## config.mk

```make
export PLATFORM = sky130hd
export DESIGN_NAME = ahb_dma_master
export DESIGN_NICKNAME = d
export VERILOG_FILES = /design/src/rtl/ahb_dma_master.sv
export SDC_FILE = /design/constraint.sdc
export NUM_CORES = 1
export LEC_CHECK = 0
export CORE_ASPECT_RATIO = 1.75
export CORE_MARGIN = 3
export CORE_UTILIZATION = 33
export DETAILED_ROUTE_END_ITERATION = 16
export PLACE_DENSITY = 0.68
export REMOVE_ABC_BUFFERS = 1
export SETUP_SLACK_MARGIN = 0.02
export SLEW_MARGIN = 20
export SYNTH_ARGS = -nofsm -noshare
export SYNTH_HDL_FRONTEND = slang
export SYNTH_SLANG_ARGS = --single-unit
```

## constraint.sdc

```tcl
create_clock -name HCLK -period 6 [get_ports HCLK]
set_clock_uncertainty 0.1 [all_clocks]
set_input_delay 1.8 -clock HCLK [delete_from_list [all_inputs] [get_ports HCLK]]
set_output_delay 1.8 -clock HCLK [all_outputs]
set_load 0.01 [all_outputs]
```

## src/rtl/ahb_dma_master.sv

```systemverilog
// ahb_dma_master: AHB-Lite initiator copying a block of words, one single read then one single write per word.
// Optional AHB_DMA_FIXED_DST_EN adds fixed_dst to hold the destination address for FIFO-style targets.
module ahb_dma_master #(
  parameter int LW = 16
) (
  input  logic          HCLK,
  input  logic          HRESET,
  input  logic          start,
  input  logic [31:0]   src_addr,
  input  logic [31:0]   dst_addr,
`ifdef AHB_DMA_FIXED_DST_EN
  input  logic          fixed_dst,
`endif
  input  logic [LW-1:0] len,
  output logic          busy,
  output logic          done,
  output logic          err,
  output logic [31:0]   HADDR,
  output logic [1:0]    HTRANS,
  output logic          HWRITE,
  output logic [2:0]    HSIZE,
  output logic [2:0]    HBURST,
  output logic [3:0]    HPROT,
  output logic [31:0]   HWDATA,
  input  logic          HREADY,
  input  logic          HRESP,
  input  logic [31:0]   HRDATA
);
  typedef enum logic [2:0] {IDLE, RADDR, RDATA, WADDR, WDATA, FIN} state_t;
  state_t state, nxt;
  logic [31:0] src, dst, haddr_q, data_q;
  logic [LW-1:0] cnt;
  logic fix_q, go, rd_ok, wr_ok, dphase;
  assign go     = state == IDLE && start;
  assign dphase = state == RDATA || state == WDATA;
  assign rd_ok  = state == RDATA && HREADY && !HRESP;
  assign wr_ok  = state == WDATA && HREADY && !HRESP;
  assign HSIZE  = 3'b010;
  assign HBURST = 3'b000;
  assign HPROT  = 4'b0011;
  assign HWDATA = data_q;
  always_ff @(posedge HCLK or posedge HRESET)
    if (HRESET) state <= IDLE;
    else state <= nxt;
  always_comb begin
    nxt = state;
    case (state)
      IDLE:    if (start) nxt = len == '0 ? FIN : RADDR;
      RADDR:   if (HREADY) nxt = RDATA;
      RDATA:   if (HREADY) nxt = HRESP ? FIN : WADDR;
      WADDR:   if (HREADY) nxt = WDATA;
      WDATA:   if (HREADY) nxt = (HRESP || cnt == LW'(1)) ? FIN : RADDR;
      default: nxt = IDLE;
    endcase
  end
  // HADDR keeps its last value outside the address phases
  always_comb begin
    HTRANS = (state == RADDR || state == WADDR) ? 2'b10 : 2'b00;
    HWRITE = state == WADDR;
    HADDR  = state == RADDR ? src : state == WADDR ? dst : haddr_q;
  end
  always_ff @(posedge HCLK or posedge HRESET)
    if (HRESET) begin
      src     <= '0;
      dst     <= '0;
      cnt     <= '0;
      data_q  <= '0;
      haddr_q <= '0;
      busy    <= 1'b0;
      done    <= 1'b0;
      err     <= 1'b0;
    end else begin
      haddr_q <= HADDR;
      done    <= state == FIN;
      if (go) begin
        src  <= src_addr & ~32'h3;
        dst  <= dst_addr & ~32'h3;
        cnt  <= len;
        err  <= 1'b0;
        busy <= 1'b1;
      end else if (state == FIN) busy <= 1'b0;
      if (dphase && HRESP) err <= 1'b1;
      if (rd_ok) begin
        data_q <= HRDATA;
        src    <= src + 32'd4;
      end
      if (wr_ok) begin
        dst <= fix_q ? dst : dst + 32'd4;
        cnt <= cnt - LW'(1);
      end
    end
`ifdef AHB_DMA_FIXED_DST_EN
  always_ff @(posedge HCLK or posedge HRESET)
    if (HRESET) fix_q <= 1'b0;
    else if (go) fix_q <= fixed_dst;
`else
  assign fix_q = 1'b0;
`endif
endmodule

```

Word level (Yosys, flattened, before mapping) --
Cells that the tools add are included.
Storage, ports and cells: word-level logic and storage cells 62, register bits after elaboration 150, bits of input ports 117, output and inout bits 80
Operators by class: equality and inequality tests 11, reduce and logical (&&, ||, !) cells 17, mux-type cells 22, $add $sub $neg 3
Operator list (number):
- $mux W32 | 6
- $add A32 B3 Y32 const B | 2
- $mux W16 | 2
- $mux W3 | 8
- $eq A16 B1 Y1 const B | 1
- $logic_not A16 Y1 | 1
- $sub A16 B1 Y16 const B | 1
- $pmux W3 S5 | 1
- $ne A2 B2 Y1 const B | 4
- $reduce_bool A2 Y1 | 4
- $eq A3 B2 Y1 const B | 2
- $eq A3 B3 Y1 const B | 2
- $logic_and A1 B1 Y1 | 6
- $reduce_and A5 Y1 | 1
- $mux W1 | 4
- $eq A3 B1 Y1 const B | 1
- $logic_not A3 Y1 | 1
- $logic_or A1 B1 Y1 | 3
- $mux W2 | 1
- $ne A2 B1 Y1 const B | 1
- $logic_not A1 Y1 | 1

Longest topological paths before layout --
Gate-level depths: netlist (run 1).
depth in word-level cells 5, mapped depth 8, mapped depth without buffers 6

Worst setup path after synthesis (run 1) --
Ideal clock, no wire load.
path type input to register, start point input HRESP, end point register dst[21], stages 5, arrival 3.515 ns, slack 2.248 ns, setup time 0.137 ns, cell sequence or4b_4 > or4_4 > or3_4 > o211ai_2 > o311ai_2
On the way: cells in the longest elaborated chain, start to end 3
RTL lines:
- start: declaration | RTL line 26 | input logic HRESP,
- $logic_not A1 Y1 * | RTL line 37 | assign wr_ok = state == WDATA && HREADY && !HRESP;
- $logic_and A1 B1 Y1 * | RTL line 37
- $mux W32 / $reduce_bool A2 Y1 (equally long branches)
- end signal: assignment | RTL line 77 | dst <= dst_addr & ~32'h3;
- end signal: assignment | RTL line 88 | dst <= fix_q ? dst : dst + 32'd4;
- end: declaration | RTL line 31 | logic [31:0] src, dst, haddr_q, data_q;
Every way passes the cells marked *; elsewhere a longest branch is shown, timed or not. A chain may end at the register's enable or synchronous reset.

Final worst setup path (run 1) --
start point register state[1], end point output HADDR[10]
On the way: cells in the longest elaborated chain, start to end 3
RTL lines:
- start: declaration | RTL line 30 | state_t state, nxt;
- start signal: assignment | RTL line 44 | else state <= nxt;
- $eq A3 B2 Y1 | RTL line 60 | HADDR = state == RADDR ? src : state == WADDR ? dst : haddr_q;
- $mux W32 | RTL line 60
- $mux W32 * | RTL line 60
- end: declaration | RTL line 18 | output logic [31:0] HADDR,
Marks and branches as above.

==> results of run 1 <==
-- worst register-to-register path: stages (launching register included) --
cell and delay, ns:
dfrtp_2 0.64, or4b_4 0.65, or3_2 0.49, nor3_2 0.56, and4_1 0.28, nor3_1 0.05
-- cells by family (layout without fill, tap and decap cells) --
kind of cell	after synthesis	after routing	synth area share, %
AND/OR/NAND/NOR	411	411	26.0
AO/OA/AOI/OAI	179	179	16.3
flip-flops	146	146	48.1
buffers and inverters	71	234	4.59
multiplexers	32	32	4.22
adder cells (fa/ha/maj)	4	4	0.659
other	2	11	0.0989
-- state kept, by name, indices dropped and copies added, names as in the netlist --
| register | count |
|---|---|
| src | 30 |
| state | 3 |
| err | 1 |
| haddr_q | 32 |
| busy | 1 |
| HWDATA | 32 |
| done | 1 |
| cnt | 16 |
| dst | 30 |
-- worst paths after layout --
kind | endpoint | startpoint | slack, ns | cells after the start
min reg2reg | HWDATA[25]$_DFFE_PP0P_ | HWDATA[25]$_DFFE_PP0P_ | 0.37 | 2
max in group asynchronous | HWDATA[23]$_DFFE_PP0P_ | HRESET | 3.10 | 3
min | HWDATA[25]$_DFFE_PP0P_ | HWDATA[25]$_DFFE_PP0P_ | 0.37 | 2
max reg2reg | dst[28]$_DFFE_PP0P_ | state[1]$_DFFE_PP0P_ | 3.12 | 5
min in group asynchronous | HWDATA[8]$_DFFE_PP0P_ | HRESET | 1.88 | 2
max | HADDR[10] | state[1]$_DFFE_PP0P_ | 1.40 | 4
-- power groups by stage --
stage	Clock, uW	Sequential, uW	Combinational (uW)
global placement	0	1910	2070
global route	1130	2010	2320
floorplan	0	1870	1100
CTS	1090	1920	2120
finish	1070	1930	2090
detailed placement	0	1930	2110
-- layout by cell type, fill, tap and decap left out, types with 3 or more instances in the layout --
cell,n
a211oi_1,22
a21o_1,3
a21oi_1,17
a221o_1,6
a311oi_1,9
a31o_2,3
a31oi_1,8
and2_1,7
and3_1,14
and3_2,3
and4_1,8
buf_4,7
clkbuf_16,17
clkdlybuf4s50_1,181
clkinv_4,3
clkinvlp_4,5
conb_1,11
dfrtp_1,145
ha_1,4
inv_1,11
mux2i_1,32
nand2_1,199
nand2b_1,3
nand3_1,36
nand4_1,17
nor2_1,46
nor3_1,26
nor4_1,10
o211ai_1,24
o21ai_0,51
o221a_2,3
o22ai_1,5
o311ai_0,9
or3_1,14
or4_1,4
-- area by class of cell --
cell class                      count  area [sq um]  share of cell area (%)
Sequential cell                   146          3650                    35.8
Multi-Input combinational cell    637          3650                    35.7
Timing Repair Buffer              189          1880                    18.4
Clock buffer                       20           457                    4.47
Tap cell                          296           370                    3.62
Clock inverter                     12           134                    1.31
Inverter                           13          67.6                   0.661
-- stage by stage --
step	area [sq um]	total power, uW	std cells	TNS (ns)	hold WS [ns]
after floorplan	7340	2970	796	-0.0878	0.342
after global placement	9620	3970	1281	0	0.358
after detailed placement	9620	4040	1281	0	0.361
after CTS	10200	5140	1313	0	0.376
after global routing	10200	5460	1313	0	0.398
final	10200	5100	1313	0	0.370
-- layer usage --
metal / vias up / track usage, %
li1: 3368 / -
met1: 3414 / 22.1
met2: 215 / 34.9
met3: 45 / 4.50
met4: 0 / 8.75
met5: - / 0
==> run_results.csv, run 1 <==
group,metric,value,unit
clock_network,cts_setup_buffers,0,
routing,routed-wl-met3,1240,um
synthesis,synth_seq_area_share,48.1,%
timing,rsz0062_at_grt,"no",
routing,first_pass_iters,5,
clock_network,clkLatencyLatePin,0.43,ns
clock_network,cts-resized-gates,0,
clock_network,cts_hold_buf,0,
global_routing,grt_pass1_wl,38300,um
cells_and_area,drive_gt1_share,6.98,%
floorplanning,fp.dieH,207,um
synthesis,synthTopCellsByArea,"dfrtp_1 48%, nand2_1 9.9%, mux2i_1 4.2%",
global_routing,grt_overflow_total,0,
floorplanning,fp.dieW,121,um
setup_path,slowest_stage,"dfrtp_2",
clock_network,htreeDepth,4,
synthesis,syn_area,7600,sq um
placed_design,dpl.hpwl,17100,um
routing,first_iter_violations,373,
cells_and_area,area_delta_synth_final,34.5,%
synthesis,yosysMostFrequentCell,"nand2_1",
synthesis,synth_top_area_share,48.1,%
setup_path,worst-path-buf-inv,2,
clock_network,cts_max_path_buffers,2,
synthesis,synth_top_area_cell,"dfrtp_1",
power,p_leak,0.00417,uW
timing,fin_crit,4.60,ns
power,power-per-cell-area,499,nW/um^2
placed_design,io_buffers,181,
timing,finalCritPeriodShare,76.7,%
synthesis,yosysUniqueCellTypes,71,
power,combPwrFrac,41.1,%
cells_and_area,post-route-util,45.7,%
timing,timing.final.max_slew_violations,0,
power,worst_ir_drop_vdd,0.000244,V
routing,dr_wl_met2,12700,um
setup_path,path_cells,"buf_4 -> mux2i_1 -> o21ai_0 -> clkdlybuf4s50_1",
synthesis,syn_inst,845,
setup_path,crit_path_max_fanout,24,
placed_design,gp_congestion,0.818,
global_routing,grt_pass1_vias,7187,
flow_run,cap_violations,0,
placed_design,preCtsSetupSlack,1.43,ns
synthesis,synthArstFlopShare,100,%
power,p_sw_share,38.7,%
setup_path,path_delay_family,"buffers and inverters",
clock_network,clockRootBuffer,"clkbuf_16",
routing,drt-total-wl,24000,um
synthesis,synthFlopType,"dfrtp_1",
power,switching_power,1980,uW
clock_network,cts_tree,"done",
setup_path,startpoint_type,"flop",
floorplanning,die_area,25000,sq um
timing,fmax,217,MHz
setup_path,critical_path_class,"reg -> out",
clock_network,cts_sinks,146,
hold_path,hp-class,"reg -> reg",
routing,top_layer,"met4",
run_status,status,"finished, final reports clean",
synthesis,synth_edf_count,0,
setup_path,cp.arrival,2.70,ns
routing,drc,0,
floorplanning,initial_core_util,34.0,%
setup_path,end_kind,"primary output",
routing,vias,7042,
cells_and_area,final_nets,1125,
clock_network,numCtsBuffers,17,
setup_path,cp.required,4.10,ns
cells_and_area,fillers,2211,
clock_network,clk_pin_slew,0.06,ns
timing,tightest_slew,0.986,ns
global_routing,antenna_found_initial,0,
floorplanning,core-area,22300,sq um
power,clkPwrFrac,21.1,%
synthesis,yosys_warnings,0,
power,seqPwrFrac,37.9,%
routing,viasPerCell,5.36,
synthesis,synth_area_per_cell,8.99,sq um
global_routing,grtUsageTotal,19.5,%
floorplanning,row_count,72,
timing,max_slew_margin,34.3,%
routing,wl_met1,9140,um
power,p_int,3120,uW
floorplanning,io_pins,197,
cells_and_area,num_antenna_cells,0,
timing,final_hold_viol_count,0,
setup_path,slowest_delay,0.78,ns
synthesis,synth_top_cells_by_count,"200 x nand2_1, 146 x dfrtp_1, 51 x o21ai_0",
routing,ant_nets,0,
routing,routedWlPerCell,18.3,um
timing,fin_ws,1.40,ns
global_routing,grt_max_degree,107,
timing,finalSetupViolCount,0,
synthesis,synth_seq_cells,146,
No activity file was read; power rests on OpenSTA's default activity.
==> run 2: changes to the inputs <==
Clock period 6 ns to 3.7 ns, I/O delays scaled along.
==> run_results.csv, run 2 (synthesis results as in run 1) <==
group,metric,value,unit
clock_network,cts_setup_buffers,0,
power,p_leak,0.00434,uW
global_routing,grt_pass1_wl,38300,um
placed_design,gp_congestion,0.839,
setup_path,crit_end,"HADDR[25]",
floorplanning,fp.dieW,121,um
clock_network,cts_max_path_buffers,2,
timing,fmax,285,MHz
timing,finalCritPeriodShare,94.9,%
cells_and_area,multi_input_area,3650,sq um
timing,finalSetupViolCount,0,
global_routing,grt_overflow_total,0,
power,combPwrFrac,41.2,%
floorplanning,core-area,22300,sq um
placed_design,preCtsSetupSlack,0.0445,ns
setup_path,cp.required,2.49,ns
cells_and_area,seq_area,3660,sq um
setup_path,r2r_slack,0.74,ns
routing,first_pass_iters,5,
setup_path,r2r_cells,6,
setup_path,crit_start,"state[1]$_DFFE_PP0P_",
placed_design,dp_cells,1305,
global_routing,grt_max_degree,64,
clock_network,cts-resized-gates,0,
run_status,status,"finished, final reports clean",
floorplanning,fp.dieH,207,um
timing,max_slew_margin,44.4,%
floorplanning,initial_core_util,34.0,%
cells_and_area,final_common_cell,"nand2_1",
global_routing,grtUsageTotal,19.5,%
routing,drc,0,
floorplanning,row_count,72,
clock_network,clk_pin_slew,0.06,ns
setup_path,critical_path_class,"reg -> out",
routing,first_iter_violations,363,
flow_run,cap_violations,0,
timing,fin_ws,0.189,ns
power,p_int,5320,uW
setup_path,crit_path_max_fanout,27,
power,seqPwrFrac,36.7,%
cells_and_area,fin_cells,1338,
setup_path,timing.rr.start,"state[1]$_DFFE_PP0P_",
power,clkPwrFrac,22.1,%
cells_and_area,fillers,2206,
power,p_sw_share,37.3,%
power,total_power,8490,uW
setup_path,reg2reg_to,"dst[21]$_DFFE_PP0P_",
setup_path,end_kind,"primary output",
cells_and_area,drive_gt1_share,8.93,%
cells_and_area,final_nets,1149,
cells_and_area,area_delta_synth_final,38.2,%
clock_network,cts_tree,"done",
routing,drt-total-wl,24100,um
floorplanning,io_pins,197,
routing,routedWlPerCell,18.0,um
global_routing,antenna_found_initial,1,
hold_path,hp-class,"reg -> reg",
power,worst_ir_drop_vdd,0.000401,V
hold_path,holdPathStages,2,
timing,final_hold_viol_count,0,
routing,viasPerCell,5.33,
routing,ant_nets,0,
clock_network,clkLatencyLatePin,0.43,ns
global_routing,grt_pass1_vias,7180,
placed_design,io_buffers,181,
power,switching_power,3170,uW
setup_path,cp.arrival,2.30,ns
timing,fin_crit,3.51,ns
timing,tightest_slew,0.827,ns
clock_network,cts_sinks,146,
clock_network,cts_hold_buf,0,
timing,rsz0062_at_grt,"no",
floorplanning,die_area,25000,sq um
clock_network,clockRootBuffer,"clkbuf_16",
cells_and_area,post-route-util,47.0,%
routing,vias,7132,
clock_network,htreeDepth,4,
timing,timing.final.max_slew_violations,0,
setup_path,startpoint_type,"flop",
power,power-per-cell-area,808,nW/um^2
cells_and_area,most-common-layout-cells,"199 x nand2_1, 181 x clkdlybuf4s50_1, 145 x dfrtp_1",
placed_design,dpl.hpwl,17800,um
clock_network,numCtsBuffers,17,
==> run 2: changes by cell type in the layout (fill, tap and decap cells not counted), moves of 2 or more <==
| cell | before | now |
|---|---|---|
| clkbuf_1 | 1 | 3 |
| buf_4 | 7 | 27 |
| bufinv_16 | 2 | 4 |
| buf_12 | 1 | 5 |
| clkbuf_8 | 2 | 4 |
| clkinv_4 | 3 | 1 |
| clkinvlp_4 | 5 | 2 |
==> run 2: how the worst min path moves through the flow <==
stage | to | startpoint
2_1_floorplan | cnt[7]$_DFFE_PP0P_ | cnt[7]$_DFFE_PP0P_
3_3_place_gp | HWDATA[3]$_DFFE_PP0P_ | HWDATA[3]$_DFFE_PP0P_
3_5_place_dp | HWDATA[3]$_DFFE_PP0P_ | HWDATA[3]$_DFFE_PP0P_
4_1_cts | HWDATA[3]$_DFFE_PP0P_ | HWDATA[3]$_DFFE_PP0P_
5_1_grt | HWDATA[24]$_DFFE_PP0P_ | HWDATA[24]$_DFFE_PP0P_
6_report | HWDATA[3]$_DFFE_PP0P_ | HWDATA[3]$_DFFE_PP0P_
==> run 2: critical path, stage by stage (launching register included) <==
cell and delay [ns]:
dfrtp_4 0.62, buf_12 0.25, mux2i_1 0.13, o21ai_0 0.24
clkdlybuf4s50_1 0.60
==> run 2: final cells by class <==
class / count / share of cell area, %
inverter: 13 / 0.644
multi-input combinational: 637 / 34.7
clock inverter: 8 / 1.42
clock buffer: 24 / 4.68
timing repair buffer: 213 / 20.1
sequential: 146 / 34.8
antenna: 1 / 0.0238
tap: 296 / 3.53
==> run 2: metal layers <==
metal  vias to the layer above  track usage (%)  wire length, um
met1                      3392             22.4             9240
met5                         -                0                0
li1                       3415                -                -
met3                        70             4.28             1380
met4                         0             10.7             1070
met2                       255             33.8            12400
==> run 2: power by group through the flow <==
stage | sequential, uW | combinational, uW | clock, uW
finish | 3110 | 3500 | 1870
global route | 3230 | 3860 | 1970
CTS | 3100 | 3550 | 1920
detailed placement | 3110 | 3540 | 0
global placement | 3080 | 3470 | 0
floorplan | 3030 | 1780 | 0
==> run 2: per-stage QoR <==
step | TNS [ns] | cell area, sq um | hold slack (ns)
finish | 0 | 10500 | 0.371
global route | 0 | 10500 | 0.394
CTS | 0 | 10500 | 0.377
detailed placement | 0 | 9850 | 0.361
global placement | 0 | 9850 | 0.357
floorplan | -274.45 | 7340 | 0.342
